===== src/rtl/dsd_dop_packer.sv =====
// DSD-over-PCM packer: gathers 16 DSD bits MSB-first into a DoP word with an alternating
// 05/FA marker and queues it in a small FIFO. Optional macro DOP_OVF_COUNT_EN adds ovf_count.
module dsd_dop_packer #(
  parameter int FIFO_DEPTH = 4
) (
  input  logic        clk,
  input  logic        rst,
  input  logic        dsd_bit,
  input  logic        dsd_ce,
  output logic [23:0] dop_word,
  output logic        dop_valid,
  input  logic        dop_ready,
  output logic        overflow
`ifdef DOP_OVF_COUNT_EN
  ,
  output logic [15:0] ovf_count
`endif
);

  localparam int AW = $clog2(FIFO_DEPTH);
  localparam logic [AW:0] FULL_CNT = (AW + 1)'(FIFO_DEPTH);

  logic [3:0]    bit_cnt_q, bit_cnt_d;
  logic [14:0]   shift_q, shift_d;
  logic          marker_q, marker_d;
  logic [AW-1:0] wr_ptr_q, wr_ptr_d;
  logic [AW-1:0] rd_ptr_q, rd_ptr_d;
  logic [AW:0]   count_q, count_d;
  logic          overflow_q, overflow_d;
  logic [23:0]   mem_q [FIFO_DEPTH];

  logic        word_done, full, push, pop, drop;
  logic [23:0] new_word;

  // Handshake: a word transfers on every rising edge where dop_valid and dop_ready are
  // both high; dop_word holds the FIFO head and cannot change while dop_valid && !dop_ready.
  assign dop_valid = (count_q != '0);
  assign dop_word  = dop_valid ? mem_q[rd_ptr_q] : 24'h000000;
  assign overflow  = overflow_q;

  assign word_done = dsd_ce && (bit_cnt_q == 4'd15);
  assign full      = (count_q == FULL_CNT);
  assign pop       = dop_valid && dop_ready;
  assign push      = word_done && (!full || pop);
  assign drop      = word_done && full && !pop;
  assign new_word  = {(marker_q ? 8'hFA : 8'h05), shift_q, dsd_bit};

  always_comb begin
    bit_cnt_d  = bit_cnt_q;
    shift_d    = shift_q;
    marker_d   = marker_q;
    wr_ptr_d   = wr_ptr_q;
    rd_ptr_d   = rd_ptr_q;
    count_d    = count_q;
    overflow_d = drop;
    // Sampling never stalls; the 4-bit counter wraps on the 16th bit.
    if (dsd_ce) begin
      bit_cnt_d = bit_cnt_q + 4'd1;
      shift_d   = {shift_q[13:0], dsd_bit};
    end
    // Marker toggles only on accepted words, so dropped words keep the alternation intact.
    if (push) begin
      wr_ptr_d = wr_ptr_q + 1'b1;
      marker_d = ~marker_q;
    end
    if (pop) rd_ptr_d = rd_ptr_q + 1'b1;
    if (push && !pop)      count_d = count_q + 1'b1;
    else if (pop && !push) count_d = count_q - 1'b1;
  end

  always_ff @(posedge clk) begin
    if (rst) begin
      bit_cnt_q  <= '0;
      shift_q    <= '0;
      marker_q   <= 1'b0;
      wr_ptr_q   <= '0;
      rd_ptr_q   <= '0;
      count_q    <= '0;
      overflow_q <= 1'b0;
    end else begin
      bit_cnt_q  <= bit_cnt_d;
      shift_q    <= shift_d;
      marker_q   <= marker_d;
      wr_ptr_q   <= wr_ptr_d;
      rd_ptr_q   <= rd_ptr_d;
      count_q    <= count_d;
      overflow_q <= overflow_d;
    end
  end

  // Storage needs no reset: reads are masked by dop_valid.
  always_ff @(posedge clk) begin
    if (!rst && push) mem_q[wr_ptr_q] <= new_word;
  end

`ifdef DOP_OVF_COUNT_EN
  logic [15:0] ovf_cnt_q, ovf_cnt_d;

  always_comb begin
    ovf_cnt_d = ovf_cnt_q;
    if (drop && (ovf_cnt_q != 16'hFFFF)) ovf_cnt_d = ovf_cnt_q + 16'd1;
  end

  always_ff @(posedge clk) begin
    if (rst) ovf_cnt_q <= '0;
    else     ovf_cnt_q <= ovf_cnt_d;
  end

  assign ovf_count = ovf_cnt_q;
`endif

endmodule


===== config.mk =====
export PLATFORM = sky130hd
export DESIGN_NAME = dsd_dop_packer
export DESIGN_NICKNAME = d
export VERILOG_FILES = /design/src/rtl/dsd_dop_packer.sv
export SDC_FILE = /design/constraint.sdc
export NUM_CORES = 1
export LEC_CHECK = 0
export BUFFER_PORTS_ARGS = -buffer_cell sky130_fd_sc_hd__buf_2
export CORE_MARGIN = 2
export CORE_UTILIZATION = 24
export DETAILED_ROUTE_END_ITERATION = 10
export GPL_ROUTABILITY_DRIVEN = 1
export GPL_TIMING_DRIVEN = 1
export PLACE_DENSITY = 0.45
export SYNTH_ARGS = -nofsm -noshare
export SYNTH_HDL_FRONTEND = slang
export SYNTH_SLANG_ARGS = --single-unit

===== constraint.sdc =====
create_clock -name clk -period 2.9 [get_ports clk]
set_input_delay 0.58 -clock clk [delete_from_list [all_inputs] [get_ports clk]]
set_output_delay 0.58 -clock clk [all_outputs]
set_load 0.1 [all_outputs]

[Word level (Yosys, flattened, before mapping)]
Memories as Yosys holds them, arrays and structs flattened. A register that Yosys moved wholly into a read port is not among the register bits.
Cells that the tools add are included.
Word-level totals
  register bits: 28
  memory bits (writable): 96
  input bits: 5
  output and inout port bits: 26
  logic and storage cells: 39
  memories: 1
Operators by class
  add/subtract/negate cells: 5
  equal/unequal tests: 2
  muxes and demuxes: 8
  bitwise logic cells: 1
  reduce and logical (&&, ||, !) cells: 15
Memory list
  mem_q: words 4, bits a word 24, read ports 1, clocked after memory_dff 1, wr ports 1, RTL line 30  | logic [23:0] mem_q [FIFO_DEPTH];
Operators by type and width (count)
  $mux W24: 1
  $logic_and A1 B1 Y1: 8
  $mux W8: 1
  $mux W3: 2
  $add A2 B1 Y2 const B: 2
  $add A4 B1 Y4 const B: 1
  $eq A4 B4 Y1 const B: 1
  $logic_not A1 Y1: 4
  $mux W2: 2
  $add A3 B1 Y3 const B: 1
  $eq A3 B3 Y1 const B: 1
  $reduce_bool A3 Y1: 1
  $sub A3 B1 Y3 const B: 1
  $mux W1: 2
  $reduce_bool A2 Y1: 1
  $logic_or A1 B1 Y1: 1
  $not A1 Y1: 1

[Logic depth before layout (Yosys ltp)]
Gate-level depths: netlist (run 1).
  word-level depth: 8
  gate-level depth with buffers: 9
  depth with buffers taken out: 9

[Worst setup path after synthesis (run 1)]
OpenSTA, ideal clock, no wires.
  path type: register to output
  from: reg with a tool-made name
  to: out dop_word[19]
  arrival: 2.921 ns
  data required time: 2.320 ns
  setup slack: -0.601 ns
  cell stages (with the launch flop): 6
  buffers on the path: 3
  cell sequence: dfxtp_1 > buf_6 > buf_12 > mux4_2 > nor2b_1 > buf_4
RTL lines
  end, declared: RTL line 10  | output logic [23:0] dop_word,

==> results of run 1 <==
[how the worst max path moves through the flow]
stage | cells past startpoint | to | start
floorplan | 5 | dop_word[19] | flop
detailed placement | 9 | count_q[2] | dsd_ce
global placement | 9 | count_q[2] | dsd_ce
global route | 4 | dop_word[17] | flop
finish | 4 | dop_word[21] | flop
CTS | 4 | dop_word[21] | flop
[registers in the layout, indices dropped and copies added (netlist names), named ones only]
| signal | flops |
|---|---|
| bit_cnt_q | 4 |
| count_q | 3 |
| marker_q | 1 |
| mem_q | 72 |
| overflow | 1 |
| rd_ptr_q | 2 |
| shift_q | 15 |
| wr_ptr_q | 2 |
[synth_stat cells (4+ instances only)]
| master | number | area, um2 |
|---|---|---|
| xor2_1 | 5 | 43.8 |
| nor2_1 | 27 | 101 |
| inv_1 | 5 | 18.8 |
| dfxtp_1 | 30 | 601 |
| and2_1 | 4 | 25.0 |
| buf_4 | 7 | 52.6 |
| mux2i_1 | 18 | 180 |
| mux4_2 | 18 | 405 |
| buf_2 | 4 | 20.0 |
| ha_1 | 6 | 75.1 |
| nor2b_1 | 16 | 100 |
| edfxtp_1 | 72 | 2160 |
[cells by family after synthesis]
logic type,after synthesis
adder cells (fa/ha/maj),7
AND/OR/NAND/NOR,62
XOR/XNOR,6
multiplexers,38
buffers and inverters,22
AO/OA/AOI/OAI,5
flip-flops,102
[power groups by stage]
| stage | combinational (mW) | clock [mW] | sequential (mW) |
|---|---|---|---|
| floorplan | 0.0527 | 0 | 1.58 |
| global placement | 0.0666 | 0 | 1.58 |
| detailed placement | 0.0675 | 0 | 1.58 |
| CTS | 0.0680 | 1.19 | 1.55 |
| global route | 0.0711 | 1.25 | 1.55 |
| finish | 0.0658 | 1.14 | 1.55 |
[worst reg2reg max path, delay by kind of cell (launching register included)]
family          cells  cell delay (ps)
fa+ha+maj           3              780
simple gates        3              710
flops               1              370
xor+xnor            1              160
compound gates      1              130
buf+inv             1               60
[through the flow]
step	worst slack, ps	power (mW)
floorplan	60.7	1.64
global placement	553	1.65
detailed placement	502	1.65
CTS	199	2.81
global route	152	2.87
finish	273	2.76
[layer usage]
metal	routed length (um)	vias to the layer above	global-route usage, %	share of wire (%)
met5	0	-	0	0
met2	3440	25	14.0	49
li1	-	953	-	-
met3	203	9	2.78	2.9
met1	3300	965	10.4	47
met4	99	0	3.01	1.4
[cell type report]
cell class / instances / share of cell area [%]
Inverter: 5 / 0.398
Sequential cell: 102 / 58.5
Clock buffer: 10 / 5.06
Timing Repair Buffer: 41 / 4.93
Tap cell: 220 / 5.83
Clock inverter: 6 / 1.11
Multi-Input combinational cell: 118 / 24.1
==> results by group, run 1 <==
Cells and area
  • Storage cell area: 2760 um2
  • Design area: 4720 um2
  • Most frequent cells in the layout: edfxtp_1, dfxtp_1, buf_2
  • # diodes: 0
  • Post-layout util: 28.6%
  • Total Nets Final: 289
  • Final std cells w/o fill: 502
  • Multi-input logic area: 1140 um2
  • Share of layout cells above drive strength 1: 29.1%
  • Commonest non-fill, non-tap cell in the layout: edfxtp_1
  • Fill count: 1,656
  • Area Overhead vs Synth: 17.1%

STA
  • Max transition margin: 68.5%
  • Minimum clock period after layout: 2630 ps
  • Fin. max-slew vios: 0
  • Fmax: 0.381 GHz
  • Final period utilization: 90.6%
  • Final Hold Violating Endpoints: 0
  • Endpoints failing setup: 0
  • RSZ-0062 raised after global routing: no
  • Worst clock skew: 7.25 ps
  • Final setup TNS: 0 ps
  • Hold slack: 483 ps
  • Worst-margin pin slew: 470 ps

Global routing
  • First-pass GRT wire length: 11.2 mm
  • Grt ovf: 0
  • Pin count of the biggest net entering global routing: 33
  • Vias in the first global route: 2,002
  • Antenna violations before repair: 0
  • GRT Total Usage: 8.46%

Worst setup path
  • Critical path buffers and inverters: 2
  • FF-to-FF End: count_q[2]
  • R2R Setup Slk: 630 ps
  • Delay-heaviest family, CP: buffers and inverters
  • Crit path arrival time: 2050 ps
  • Worst setup SP type: flop
  • Slowest stage delay, CP: 550 ps
  • Slowest cell on the critical path: mux4_2
  • CP Capture Type: primary output
  • Worst R2R Start: bit_cnt_q[0]
  • Crit path kind: flop to primary output
  • Worst EP required: 2320 ps
  • CP Max Fanout: 13
  • Crit-path cells: buf_4 > mux4_2 > nor2b_2 > buf_2
  • R2R depth: 9

Clock tree
  • Sink Count: 102
  • Hold_buf cts: 0
  • CTS Buf Count: 9
  • Clk_lat worst skew: 340 ps
  • Post-CTS Setup Bufs: 0
  • Clk root buf: clkbuf_16
  • Post-cts gate resize count: 0
  • Deepest clock path buffer count: 2
  • Clk slew on worst S/H paths: 70 ps
  • H-tree Lvls: 3
  • CTS tree: done

Routing
  • DR iter-0 viols: 108
  • Total routed wirelength: 7.04 mm
  • # DRC: 0
  • Drt first pass iters: 4
  • Detail Route Antenna Nets: 0
  • Vias per cell: 3.89
  • WL/cell: 14.0 um
  • Via count: 1,952

Yosys
  • Syn. warnings: 0
  • Yosys reg bits: 102
  • Synth Area in Adders: 2.36%
  • Post-Syn Instances: 242
  • Multiplexer share of the synthesized area: 15.1%
  • Simple-Gate Fraction of Synth Area: 8.60%
  • Synth Flop Type: edfxtp_1
  • Cell area after synthesis: 4030 um2
  • Async SR Flop Fraction: 0%
  • Xor-xnor portion of the synthesized cell area: 1.30%
  • Number of synthesized flops with an enable pin: 72
  • Syn_nets: 254
  • Largest family of logic cells by synthesized area: multiplexers
  • Post-synthesis cell type count: 32
  • Seq/Total Area, Yosys: 68.6%
  • Post-synthesis compound-gate area fraction: 0.683%
  • Synth Area per Inst: 16.7 um2

Hold path
  • Hold Path Depth: 1
  • Worst hold path startpoint: dsd_bit
  • Worst Hold Class: input port to flop
  • Hold endpoint: mem_q[0][0]

Run status
  • Status: finished, final reports clean

Placed design
  • PortBufs: 30
  • DP HPWL: 4.33 mm
  • GP Congestion: 0.661
  • Dpl cells: 486
  • Post-DP Area: 4430 um2

Power and ir drop
  • Power per cell area: 585 nW/um2
  • Cell Int Power: 2.18 mW
  • Switching share of total power: 20.9%
  • Seq pwr share: 56.2%
  • Leakage power total: 1.69 nW
  • Peak VDD IR: 319 uV
  • Clock power frac: 41.4%
  • Comb power frac: 2.4%
  • NetSw: 0.576 mW

Die
  • Row count: 47
  • Initial Utilization: 24.4%
  • Die ar.: 17,800 um2
  • Std-Cell Core Area: 16,500 um2
  • I/O pins: 31
  • Die X: 134 um
  • Overall die height: 134 um

Run
  • MaxCap Viol Count: 0
Note: power is estimated with default switching activity, not from simulation.
==> run 2: changes to the inputs <==
--- a/config.mk
+++ b/config.mk
@@ -6,7 +6,7 @@
 export NUM_CORES = 1
 export LEC_CHECK = 0
 export BUFFER_PORTS_ARGS = -buffer_cell sky130_fd_sc_hd__buf_2
-export CORE_MARGIN = 2
+export CORE_MARGIN = 4
 export CORE_UTILIZATION = 24
 export DETAILED_ROUTE_END_ITERATION = 10
 export GPL_ROUTABILITY_DRIVEN = 1
==> run 2 against run 1 <==
Against the previous run:
- fmax rose by 0.97%
- register-to-register slack about the same
- sequential share of layout area up 0.22 points
- setup slack improved by 25 ps
- highest routed layer unchanged
- clock power hardly changed
- largest cell class unchanged
- clock skew about the same
- routed wire length grew 5.2%
==> results by group, run 2 (synthesis gave the netlist of run 1 again) <==
Hold path
  • Worst Hold Class: flop to flop (was input port to flop)

Clock tree
  • Hold_buf cts: 0 (unchanged)
  • CTS Buf Count: 9 (unchanged)
  • Post-cts gate resize count: 0 (unchanged)
  • Clk_lat worst skew: 340 ps (about the same)
  • Clk slew on worst S/H paths: 70 ps (about the same)
  • Deepest clock path buffer count: 2 (unchanged)
  • Post-CTS Setup Bufs: 0 (unchanged)
  • Sink Count: 102 (unchanged)
  • Clk root buf: clkbuf_16 (unchanged)
  • H-tree Lvls: 3 (unchanged)
  • CTS tree: done (unchanged)

Cells and area
  • Total Nets Final: 287 (was 289)
  • Commonest non-fill, non-tap cell in the layout: edfxtp_1 (unchanged)
  • Most frequent cells in the layout: edfxtp_1, dfxtp_1, buf_2 (unchanged)
  • Largest register FFs: 72 (unchanged)
  • # diodes: 0 (unchanged)
  • Largest regs: mem_q: 72 flops, shift_q: 15 flops, bit_cnt_q: 4 flops (unchanged)
  • Storage cell area: 2760 um2 (unchanged)
  • Post-layout util: 28.5% (was 28.6%)
  • Share of layout cells above drive strength 1: 28.6% (was 29.1%)
  • Multi-input logic area: 1140 um2 (unchanged)
  • Fill count: 1,671 (was 1,656)
  • Area Overhead vs Synth: 16.7% (was 17.1%)
  • Top reg by flops: mem_q (unchanged)
  • Design area: 4700 um2 (was 4720 um2)

Routing
  • Vias per cell: 3.98 (was 3.89)
  • # DRC: 0 (unchanged)
  • WL/cell: 14.8 um (was 14.0 um)
  • Via count: 1,988 (was 1,952)
  • Detail Route Antenna Nets: 0 (unchanged)
  • Drt first pass iters: 4 (unchanged)
  • DR iter-0 viols: 91 (was 108)
  • Total routed wirelength: 7.41 mm (was 7.04 mm)

Power and ir drop
  • Final Total Pwr: 2.77 mW (was 2.76 mW)
  • Leakage power total: 1.68 nW (was 1.69 nW)
  • Power per cell area: 589 nW/um2 (was 585 nW/um2)
  • NetSw: 0.590 mW (was 0.576 mW)
  • Peak VDD IR: 280 uV (was 319 uV)
  • Clock power frac: 41.7% (was 41.4%)
  • Comb power frac: 2.3% (was 2.4%)
  • Seq pwr share: 56.0% (was 56.2%)
  • Switching share of total power: 21.3% (was 20.9%)
  • Cell Int Power: 2.18 mW (about the same)

Global routing
  • Grt ovf: 0 (unchanged)
  • Antenna violations before repair: 0 (unchanged)
  • M1 GR Usage: 10.7% (was 10.4%)
  • First-pass GRT wire length: 12.0 mm (was 11.2 mm)
  • GRT Total Usage: 8.65% (was 8.46%)
  • GRT busiest layer: met2 (unchanged)
  • Vias in the first global route: 2,092 (was 2,002)
  • Pin count of the biggest net entering global routing: 34 (was 33)
  • Met2 Usage GRT: 14.2% (was 14.0%)
  • Met3 Resource Use GR: 3.10% (was 2.78%)

Run
  • MaxCap Viol Count: 0 (unchanged)

Worst setup path
  • Worst setup SP type: flop (unchanged)
  • CP Capture Type: primary output (unchanged)
  • CP Max Fanout: 14 (was 13)
  • Crit path kind: flop to primary output (unchanged)
  • Crit path arrival time: 2020 ps (was 2050 ps)
  • Worst EP required: 2320 ps (about the same)

STA
  • RSZ-0062 raised after global routing: no (unchanged)
  • Max transition margin: 59.0% (was 68.5%)
  • Fin. max-slew vios: 0 (unchanged)
  • Fmax: 0.384 GHz (was 0.381 GHz)
  • Worst clock skew: 7.22 ps (was 7.25 ps)
  • Final period utilization: 89.7% (was 90.6%)
  • Endpoints failing setup: 0 (unchanged)
  • Final Hold Violating Endpoints: 0 (unchanged)
  • Final setup TNS: 0 ps (unchanged)
  • Minimum clock period after layout: 2600 ps (was 2630 ps)
  • Worst-margin pin slew: 615 ps (was 470 ps)

Die
  • Overall die height: 138 um (was 134 um)
  • Die X: 138 um (was 134 um)
  • Std-Cell Core Area: 16,500 um2 (unchanged)
  • I/O pins: 31 (unchanged)
  • Initial Utilization: 24.4% (unchanged)
  • Die ar.: 18,900 um2 (was 17,800 um2)
  • Row count: 47 (unchanged)

Placed design
  • PortBufs: 30 (unchanged)
  • Post-DP Area: 4410 um2 (was 4430 um2)
  • GP Congestion: 0.714 (was 0.661)
  • DP HPWL: 4.46 mm (was 4.33 mm)

Run status
  • Status: finished, final reports clean (unchanged)
## run 2: cell count changes in the layout (fill, tap and decap cells not counted)
cell	change
inv_6	+1
buf_4	-2
inv_8	-1
## run 2: routing by layer
metal	vias to the layer above	share of wire, %	routed length, um
li1	955	-	-
met1	1001	45	3300
met2	26	51	3750
met3	6	3.7	275
met4	0	1.1	85
met5	-	0	0
## run 2: power by group through the flow
stage	clock network, mW	logic [mW]	registers (mW)
3_5_place_dp	0	0.0663	1.58
3_3_place_gp	0	0.0655	1.58
5_1_grt	1.27	0.0710	1.55
4_1_cts	1.20	0.0664	1.55
2_1_floorplan	0	0.0527	1.58
6_report	1.16	0.0643	1.55
## run 2: critical path, stage by stage (launching register included)
cell and delay [ps]:
dfxtp_1 330, buf_4 310, mux4_2 540, nor2b_2 190, buf_2 310
## run 2: worst paths after layout
kind	startpoint	endpoint	depth (start not counted)	slack, ps
max	flop	dop_word[21]	4	300
min	rd_ptr_q[1]	flop	2	490
max reg2reg	bit_cnt_q[0]	count_q[2]	9	620
min reg2reg	rd_ptr_q[1]	flop	2	490
## run 2: cell type report
type                    instances  share of cell area [%]
clock buffers                  10                    5.08
clock inverters                 6                    1.06
inverters                       5                   0.399
multi-input cells             118                    24.2
flip-flops and latches        102                    58.7
well taps                     220                    5.85
repair buffers                 39                    4.63
## run 2: stage by stage
step	worst slack, ps	hold WS (ps)	cells
after floorplan	60.7	459	242
after global placement	553	475	484
after detailed placement	511	486	484
after CTS	228	481	500
after global routing	166	479	500
final	298	488	500
